==> src/rtl/tdc_meas_ctrl.sv <==
// Averaged TDC measurement sequencer: launch, settle, capture, popcount accumulate.
// Optional TDC_MEAS_MINMAX_EN adds per-measurement res_min/res_max outputs.
module tdc_meas_ctrl #(
   parameter int N        = 64,
   parameter int CNT_W    = $clog2(N) + 1,
   parameter int AVG_LOG2 = 2,
   parameter int SETTLE   = 3,
   parameter int POP_LAT  = 2
) (
   input  logic                      clk,
   input  logic                      rst_n,
   input  logic                      ena,
   input  logic                      start,
   output logic                      launch,
   output logic                      capture,
   output logic                      pop_en,
   input  logic [CNT_W-1:0]          pop_y,
   output logic                      busy,
   output logic                      res_valid,
   input  logic                      res_ready,
   output logic [CNT_W+AVG_LOG2-1:0] res_data,
   output logic                      res_ovf
`ifdef TDC_MEAS_MINMAX_EN
   ,
   output logic [CNT_W-1:0]          res_min,
   output logic [CNT_W-1:0]          res_max
`endif
);

   localparam int WMAX  = (SETTLE > POP_LAT) ? SETTLE : POP_LAT;
   localparam int WC_W  = $clog2(WMAX + 1);
   localparam int ACC_W = CNT_W + AVG_LOG2;
   localparam logic [CNT_W-1:0] N_C = CNT_W'(N);

   typedef enum logic [2:0] {
      S_IDLE, S_LAUNCH, S_SETTLE, S_CAPTURE, S_WAIT_POP, S_DONE
   } state_e;

   state_e              state_q, state_d;
   logic [WC_W-1:0]     wcnt_q, wcnt_d;
   logic [AVG_LOG2-1:0] smp_q, smp_d;
   logic [ACC_W-1:0]    acc_q, acc_d;
   logic                ovf_q, ovf_d;
   logic                launch_q, launch_d;
   logic                capture_q, capture_d;
   logic                valid_q, valid_d;
   logic                acc_en;
   logic                running;
`ifdef TDC_MEAS_MINMAX_EN
   logic [CNT_W-1:0]    min_q, min_d, max_q, max_d;
`endif

   always_ff @(posedge clk or negedge rst_n) begin
      if (!rst_n) begin
         state_q   <= S_IDLE;
         wcnt_q    <= '0;
         smp_q     <= '0;
         acc_q     <= '0;
         ovf_q     <= 1'b0;
         launch_q  <= 1'b0;
         capture_q <= 1'b0;
         valid_q   <= 1'b0;
`ifdef TDC_MEAS_MINMAX_EN
         min_q     <= '0;
         max_q     <= '0;
`endif
      end else begin
         state_q   <= state_d;
         wcnt_q    <= wcnt_d;
         smp_q     <= smp_d;
         acc_q     <= acc_d;
         ovf_q     <= ovf_d;
         launch_q  <= launch_d;
         capture_q <= capture_d;
         valid_q   <= valid_d;
`ifdef TDC_MEAS_MINMAX_EN
         min_q     <= min_d;
         max_q     <= max_d;
`endif
      end
   end

   assign running = state_q inside {S_LAUNCH, S_SETTLE, S_CAPTURE, S_WAIT_POP};

   always_comb begin
      state_d = state_q;
      wcnt_d  = wcnt_q;
      smp_d   = smp_q;
      acc_d   = acc_q;
      ovf_d   = ovf_q;
      acc_en  = 1'b0;
`ifdef TDC_MEAS_MINMAX_EN
      min_d   = min_q;
      max_d   = max_q;
`endif
      // Dropping ena mid-sequence abandons the partial sum entirely.
      if (running && !ena) begin
         state_d = S_IDLE;
      end else begin
         unique case (state_q)
            S_IDLE: begin
               if (ena && start) begin
                  state_d = S_LAUNCH;
                  acc_d   = '0;
                  smp_d   = '0;
                  ovf_d   = 1'b0;
               end
            end
            S_LAUNCH: begin
               state_d = S_SETTLE;
               wcnt_d  = WC_W'(SETTLE - 1);
            end
            S_SETTLE: begin
               if (wcnt_q == '0) state_d = S_CAPTURE;
               else              wcnt_d  = wcnt_q - 1'b1;
            end
            S_CAPTURE: begin
               state_d = S_WAIT_POP;
               wcnt_d  = WC_W'(POP_LAT - 1);
            end
            S_WAIT_POP: begin
               if (wcnt_q == '0) begin
                  acc_en  = 1'b1;
                  acc_d   = acc_q + {{AVG_LOG2{1'b0}}, pop_y};
                  ovf_d   = ovf_q | (pop_y == N_C);
                  smp_d   = smp_q + 1'b1;
                  state_d = (smp_q == '1) ? S_DONE : S_LAUNCH;
`ifdef TDC_MEAS_MINMAX_EN
                  if (smp_q == '0) begin
                     min_d = pop_y;
                     max_d = pop_y;
                  end else begin
                     if (pop_y < min_q) min_d = pop_y;
                     if (pop_y > max_q) max_d = pop_y;
                  end
`endif
               end else begin
                  wcnt_d = wcnt_q - 1'b1;
               end
            end
            S_DONE: begin
               if (res_ready) state_d = S_IDLE;
            end
            default: state_d = S_IDLE;
         endcase
      end
   end

   always_comb begin
      launch_d  = (state_d == S_LAUNCH);
      capture_d = (state_d == S_CAPTURE);
      valid_d   = (state_d == S_DONE);
   end

   assign launch    = launch_q;
   assign capture   = capture_q;
   assign pop_en    = capture_q;
   assign res_valid = valid_q;
   assign busy      = (state_q != S_IDLE);
   assign res_data  = acc_q;
   assign res_ovf   = ovf_q;
`ifdef TDC_MEAS_MINMAX_EN
   assign res_min   = min_q;
   assign res_max   = max_q;
`endif

   a_pop_range: assert property (
      @(posedge clk) disable iff (!rst_n) acc_en |-> (pop_y <= N_C)
   );

endmodule

==> config.mk <==
export PLATFORM = sky130hd
export DESIGN_NAME = tdc_meas_ctrl
export DESIGN_NICKNAME = d
export VERILOG_FILES = /design/src/rtl/tdc_meas_ctrl.sv
export SDC_FILE = /design/constraint.sdc
export NUM_CORES = 1
export LEC_CHECK = 0
export ABC_CLOCK_PERIOD_IN_PS = 4720
export BUFFER_PORTS_ARGS = -buffer_cell sky130_fd_sc_hd__buf_2
export CAP_MARGIN = 5
export CELL_PAD_IN_SITES_DETAIL_PLACEMENT = 1
export CELL_PAD_IN_SITES_GLOBAL_PLACEMENT = 2
export CORE_UTILIZATION = 34
export CTS_BUF_LIST = sky130_fd_sc_hd__clkbuf_16
export DETAILED_ROUTE_END_ITERATION = 16
export GPL_TIMING_DRIVEN = 0
export PLACE_DENSITY = 0.83
export RECOVER_POWER = 100
export SYNTH_ARGS = -nofsm -noshare
export SYNTH_HDL_FRONTEND = slang
export SYNTH_SLANG_ARGS = --single-unit
export TNS_END_PERCENT = 50
==> constraint.sdc <==
create_clock -name clk -period 4.72 [get_ports clk]
set_clock_uncertainty 0.1 [all_clocks]
set_input_delay 0.708 -clock clk [delete_from_list [all_inputs] [get_ports clk]]
set_output_delay 0.708 -clock clk [all_outputs]
set_load 0.02 [all_outputs]
==> results of run 1 <==
[critical path: cells and delay by family]
kind            cells  cell delay (ns)
compound gates      2             0.61
fa+ha+maj           2             0.44
buf+inv             2             0.17
simple gates        3             0.67
[per-layer routing]
metal / track usage / part of all wire / up-vias
met5: 0 / 0 / -
met3: 0.0380 / 0.032 / 2
met2: 0.267 / 0.46 / 16
met4: 0.0170 / 0.0046 / 0
met1: 0.228 / 0.50 / 547
li1: - / - / 558
[cell type report]
cell class,count,area [µm²]
Sequential cell,20,500
Tap cell,46,57.6
Inverter,7,26.3
Fill cell,446,1980
Buffer,7,32.5
Timing Repair Buffer,25,103
Multi-Input combinational cell,107,693
Clock buffer,3,75.1
[power by group]
group / leakage, nW / internal, mW / switching, mW
registers: 0.273 / 0.188 / 0.0106
logic: 0.377 / 0.0450 / 0.0760
clock network: 0.0370 / 0.112 / 0.0617
[registers in the layout, summed over array words and instances, names as in the netlist]
name       cells
wcnt_q         2
res_valid      1
res_ovf        1
res_data       9
state_q        3
smp_q          2
launch         1
capture        1
[placed cells by master (no fill, tap or decap), drive strengths merged, types with 2 or more instances in the layout]
cell type	netlist	final
nand3	4	4
nand2	13	13
a211oi	3	3
nor3	4	4
dfrtp	20	20
xor2	4	4
ha	9	9
buf	5	10
nor3b	3	3
inv	7	7
nand3b	2	2
o31ai	2	2
o21a	2	2
a21oi	9	9
o21ai	16	16
a22o	2	2
clkbuf	2	25
nor2	14	14
nor2b	3	3
[logic make-up after synthesis]
family,count (synthesis),synth area share
simple gates,50,0.207
compound gates,41,0.204
flops,20,0.393
buf+inv,14,0.0482
fa+ha+maj,10,0.104
xor+xnor,5,0.0344
mux,1,0.00885
[worst min-delay path by stage]
| stage | startpoint | end | slack (ns) | cells after the start |
|---|---|---|---|---|
| floorplan | rst_n | capture | 0.31 | 0 |
| global placement | wcnt_q[1] | wcnt_q[1] | 0.37 | 2 |
| detailed placement | wcnt_q[1] | wcnt_q[1] | 0.39 | 2 |
| CTS | rst_n | wcnt_q[0] | 0.33 | 1 |
| global route | res_ovf | res_ovf | 0.44 | 1 |
| finish | smp_q[0] | smp_q[0] | 0.40 | 1 |
==> run metrics, run 1 <==
Final Hold Fails=0; post-synth top area cell=dfrtp_1; Post-Syn Area=0.00127 mm²; maxcap violations=0; leakage power=around 0.69 nW; status=finished clean; # clock sinks=20; overall routed net length=3030 µm; dominant synthesized flop cell=dfrtp_1; Final period util=0.532; most frequent cell after synthesis=dfrtp_1; final setup TNS=0 ns; largest net degree at the start of global routing=21; WS Path Type=input port to flip-flop; Post-synth EDFFs=0; Worst R2R Setup Slack=2.37 ns; cts bufs inserted=3; placed insts=between 200 and 250; worst setup margin=2.21 ns; HP Class=flip-flop to flip-flop; Slew HR=0.245; IO Port Bufs=25; critical path's slowest cell=or4b_1; unrepaired setup endpoints after global routing=no; Crit path largest cell delay=~0.52 ns; Synth Instances=141; initial antenna violation count=0; Remaining DRCs=0; initial DRC count=15; Top Ports=27; Die H=roughly 63 µm; Initial Util=0.367; nets=193; CP startpoint=pop_y[0]; Synth top cells by count=dfrtp_1, o21ai_0, nor2_1, nand2_1, ha_1; crit-path max FO=3; ys async rst share=1.00; first-pass GRT wire length=5200 µm; overall power=493 µW; min Tclk post-route=2.51 ns; placed cell area=0.00146 mm²; routability-driven placement congestion ratio=0.788; cells along the critical path=clkbuf_1 -> ha_1 -> inv_1 -> fa_1 -> nor2b_1 -> o31ai_1 -> a21oi_2 -> or4b_1 -> nand3_1; Mapped Nets=163; H-tree depth=1; Max Fclk=0.398 GHz; kind of end point of the critical path=flip-flop; die area=0.00399 mm²; Area growth syn-to-layout=16.9%; WP data arrival=2.60 ns; clock insertion delay at the later pin of the skew report=0.25 ns; Synth Register Bits=20; syn avg cell area=9.02 µm²; clk slew on worst S/H paths=about 0.06 ns; CTS Hold Bufs=0; post-DR wirelength/cell=14.1 µm; Seq/Total Area, Yosys=0.393; reg2reg end=res_data[8]; GRT Util Overall=0.164; die width=63.2 µm; Synth Warn #=0; CTS max path bufs=2; CTS tree=yes; Distinct cells, synth=41; Final ANT Viol Nets=0; post-CTS setup buffer count=0; layout cells sized above 1=0.0888; leading post-synthesis cells by cell area=dfrtp_1, ha_1, o21ai_0, nor2_1, nand2_1; worst reg2reg startpoint=res_data[0]; Via Count=1,123; via-per-instance ratio=5.22; ant diodes=0; Critical Path RT=around 4.8 ns; final count of negative-setup-slack endpoints=0; share of the synthesized area in the top cell type=0.393; R2R depth=8; type of origin of the critical path=input port; Worst Setup EP=res_data[8]; DR pass1 iterations=4; post-CTS sizing=0; grt ovf=0; fin area=0.00149 mm²; FP Rows=21; number of global-route vias before repair=1,080; PwrDens=approximately 330 mW/mm²; Final Slew Violations=0; Finished Layout Cells=215; Util after Layout=0.429; Post-DP HPWL=between 2000 and 2500 µm; core area=around 0.0035 mm²; CTS Root Cell=clkbuf_16; Peak VDD IR=between 0.0002 and 0.00025 V; Hold WS=0.399 ns; worst-margin pin slew=1.13 ns; pre-CTS setup slack=2.07 ns
Power figures use the tool's default switching activity.
==> run 2, diff against run 1 <==
--- a/config.mk
+++ b/config.mk
@@ -5,16 +5,16 @@
 export SDC_FILE = /design/constraint.sdc
 export NUM_CORES = 1
 export LEC_CHECK = 0
-export ABC_CLOCK_PERIOD_IN_PS = 4720
+export ABC_CLOCK_PERIOD_IN_PS = 2400
 export BUFFER_PORTS_ARGS = -buffer_cell sky130_fd_sc_hd__buf_2
 export CAP_MARGIN = 5
 export CELL_PAD_IN_SITES_DETAIL_PLACEMENT = 1
 export CELL_PAD_IN_SITES_GLOBAL_PLACEMENT = 2
-export CORE_UTILIZATION = 34
+export CORE_UTILIZATION = 32
 export CTS_BUF_LIST = sky130_fd_sc_hd__clkbuf_16
 export DETAILED_ROUTE_END_ITERATION = 16
 export GPL_TIMING_DRIVEN = 0
-export PLACE_DENSITY = 0.83
+export PLACE_DENSITY = 0.79
 export RECOVER_POWER = 100
 export SYNTH_ARGS = -nofsm -noshare
 export SYNTH_HDL_FRONTEND = slang
==> constraint.sdc (replaced) <==
create_clock -name clk -period 2.4 [get_ports clk]
set_clock_uncertainty 0.1 [all_clocks]
set_input_delay 0.36 -clock clk [delete_from_list [all_inputs] [get_ports clk]]
set_output_delay 0.36 -clock clk [all_outputs]
set_load 0.02 [all_outputs]
==> run 2 against run 1 <==
Compared with the run above: final cell count up 1.4%; largest power group unchanged; wire length increased by 8.0%; combinational power rose by 110%; register-to-register slack worse by 2.2 ns; global-route usage up 1.5 points; critical endpoint unchanged.
==> run metrics, run 2 (same netlist as run 1, synthesis figures left out) <==
core area=0.00374 mm² (was 0.00347 mm²); placed insts=214 (was 212); type of origin of the critical path=flip-flop (was input port); area of the multi-input gates=712 µm² (was 693 µm²); die area=0.00423 mm² (was 0.00399 mm²); initial antenna violation count=0 (unchanged); crit-path max FO=3 (unchanged); HP Class=input port to flip-flop (was flip-flop to flip-flop); cells along the critical path=ha_1 -> inv_1 -> fa_1 -> nor2b_1 -> o31ai_4 -> a21oi_2 -> or4b_1 -> nand3_1 (was clkbuf_1 -> ha_1 -> inv_1 -> fa_1 -> nor2b_1 -> o31ai_1 -> a21oi_2 -> or4b_1 -> nand3_1); Hold WS=0.361 ns (was 0.399 ns); Comb pwr share=0.255 (was 0.246); CP startpoint=res_data[0] (was pop_y[0]); final count of negative-setup-slack endpoints=0 (unchanged); grt ovf=0 (unchanged); H-tree depth=1 (unchanged); DR pass1 iterations=2 (was 4); maxcap violations=0 (unchanged); routability-driven placement congestion ratio=0.769 (was 0.788); Cell Int Power=681 µW (was 344 µW); WP data arrival=2.27 ns (was 2.60 ns); PwrDens=642 mW/mm² (was 331 mW/mm²); FP Rows=22 (was 21); clk slew on worst S/H paths=0.06 ns (about the same); layout cells sized above 1=0.118 (was 0.0888); Die H=65.1 µm (was 63.2 µm); ant diodes=0 (unchanged); placed cell area=0.00146 mm² (about the same); WS Path Type=flip-flop to flip-flop (was input port to flip-flop); Finished Layout Cells=218 (was 215); CTS Root Cell=clkbuf_16 (unchanged); most common cell after layout, fill and taps aside=dfrtp_1 (was clkbuf_1); IO Port Bufs=25 (unchanged); max reg flops=9 (unchanged); GR Layer Usage met3=0.0317 (was 0.0380); GRT Util Overall=0.179 (was 0.164); nets=194 (was 193); Via Count=1,136 (was 1,123); worst reg2reg startpoint=res_data[0] (unchanged); register area=500 µm² (unchanged); cts bufs inserted=3 (unchanged); # clock sinks=20 (unchanged); met1 Usage GRT=0.225 (was 0.228); Post-DP HPWL=2510 µm (was 2340 µm); Util after Layout=0.407 (was 0.429); die width=65.1 µm (was 63.2 µm); leakage power=0.701 nW (was 0.687 nW); overall routed net length=3270 µm (was 3030 µm); Reg power frac=0.400 (was 0.403); min Tclk post-route=2.18 ns; Final period util=0.910; fin area=0.00152 mm² (was 0.00149 mm²); Clock power frac=0.346 (was 0.352); via-per-instance ratio=5.21 (was 5.22); Crit path largest cell delay=0.52 ns (about the same); Slew HR=0.258 (was 0.245); Area growth syn-to-layout=19.7% (was 16.9%); post-DR wirelength/cell=15.0 µm (was 14.1 µm); number of global-route vias before repair=1,212 (was 1,080); Remaining DRCs=0 (unchanged); Final Hold Fails=0 (unchanged); hold path startpoint=ena (was smp_q[0]); critical path's slowest cell=or4b_1 (unchanged); switch share=0.303 (was 0.301); Initial Util=0.340 (was 0.367); Critical Path RT=2.49 ns (was 4.80 ns); FILL cells=468 (was 446); status=finished clean (unchanged); P_sw=296 µW (was 148 µW); met2 Use GR=0.310 (was 0.267); largest net degree at the start of global routing=21 (unchanged); unrepaired setup endpoints after global routing=no (unchanged); Peak VDD IR=0.000255 V (was 0.000231 V); Final ANT Viol Nets=0 (unchanged); clock insertion delay at the later pin of the skew report=0.25 ns (about the same); final setup TNS=0 ns (unchanged); CTS tree=yes (unchanged); Top Ports=27 (unchanged); commonest non-fill, non-tap cells in the layout=dfrtp_1, clkbuf_1, o21ai_0, nor2_1, nand2_1 (was clkbuf_1, dfrtp_1, o21ai_0, nor2_1, nand2_1); Worst R2R Setup Slack=0.22 ns (was 2.37 ns); initial DRC count=32 (was 15); Most Crowded Layer GR=met2 (unchanged); worst-margin pin slew=1.11 ns (was 1.13 ns); Max Fclk=0.458 GHz; post-CTS setup buffer count=0 (unchanged); CTS max path bufs=2 (unchanged); Final Slew Violations=0 (unchanged); kind of end point of the critical path=flip-flop (unchanged); first-pass GRT wire length=5740 µm (was 5200 µm)
==> run 2: cell type report <==
cell class / instances / area share
plain buffers: 7 / 0.0222
clock buffers: 3 / 0.0493
inverters: 7 / 0.0173
multi-input cells: 107 / 0.468
flip-flops and latches: 20 / 0.329
well taps: 48 / 0.0394
repair buffers: 26 / 0.0756
==> run 2: timing repair <==
item,in CTS,in global routing
hold endpoints to repair,20,0
gates resized for setup,0,1
endpoints found under the setup margin,0,1
hold buffers,1,0
==> run 2: path summary, 6_finish.rpt <==
path	end	depth (start not counted)
worst min-delay path	state_q[1]	2
max in group asynchronous	state_q[2]	2
worst min register to register	wcnt_q[1]	2
worst max register to register	res_data[8]	8
min in group asynchronous	res_data[2]	2
worst max-delay path	res_data[8]	8
==> run 2: critical path, delay by kind of cell (launching register included) <==
kind | cells | cell delay (ns)
compound gates | 2 | 0.40
fa+ha+maj | 2 | 0.44
buf+inv | 1 | 0.08
flops | 1 | 0.40
simple gates | 3 | 0.70
==> run 2: through the flow <==
| step | worst slack [ns] | total power [mW] |
|---|---|---|
| after floorplan | 0.291 | 0.570 |
| after global placement | 0.126 | 0.638 |
| after detailed placement | 0.0758 | 0.653 |
| after CTS | 0.103 | 1.00 |
| after global routing | 0.102 | 1.05 |
| final | 0.216 | 0.978 |
==> run 2: power groups by stage <==
stage | clock (mW) | sequential, mW | combinational [mW]
after floorplan | 0 | 0.400 | 0.169
after detailed placement | 0 | 0.398 | 0.255
after CTS | 0.351 | 0.391 | 0.258
final | 0.338 | 0.391 | 0.249
after global routing | 0.367 | 0.394 | 0.293
after global placement | 0 | 0.394 | 0.244
==> run 2: routing by layer <==
layer,part of all wire,routed length (µm)
met1,0.47,1540
met2,0.49,1590
met4,0.011,37
met5,0,0
met3,0.029,95
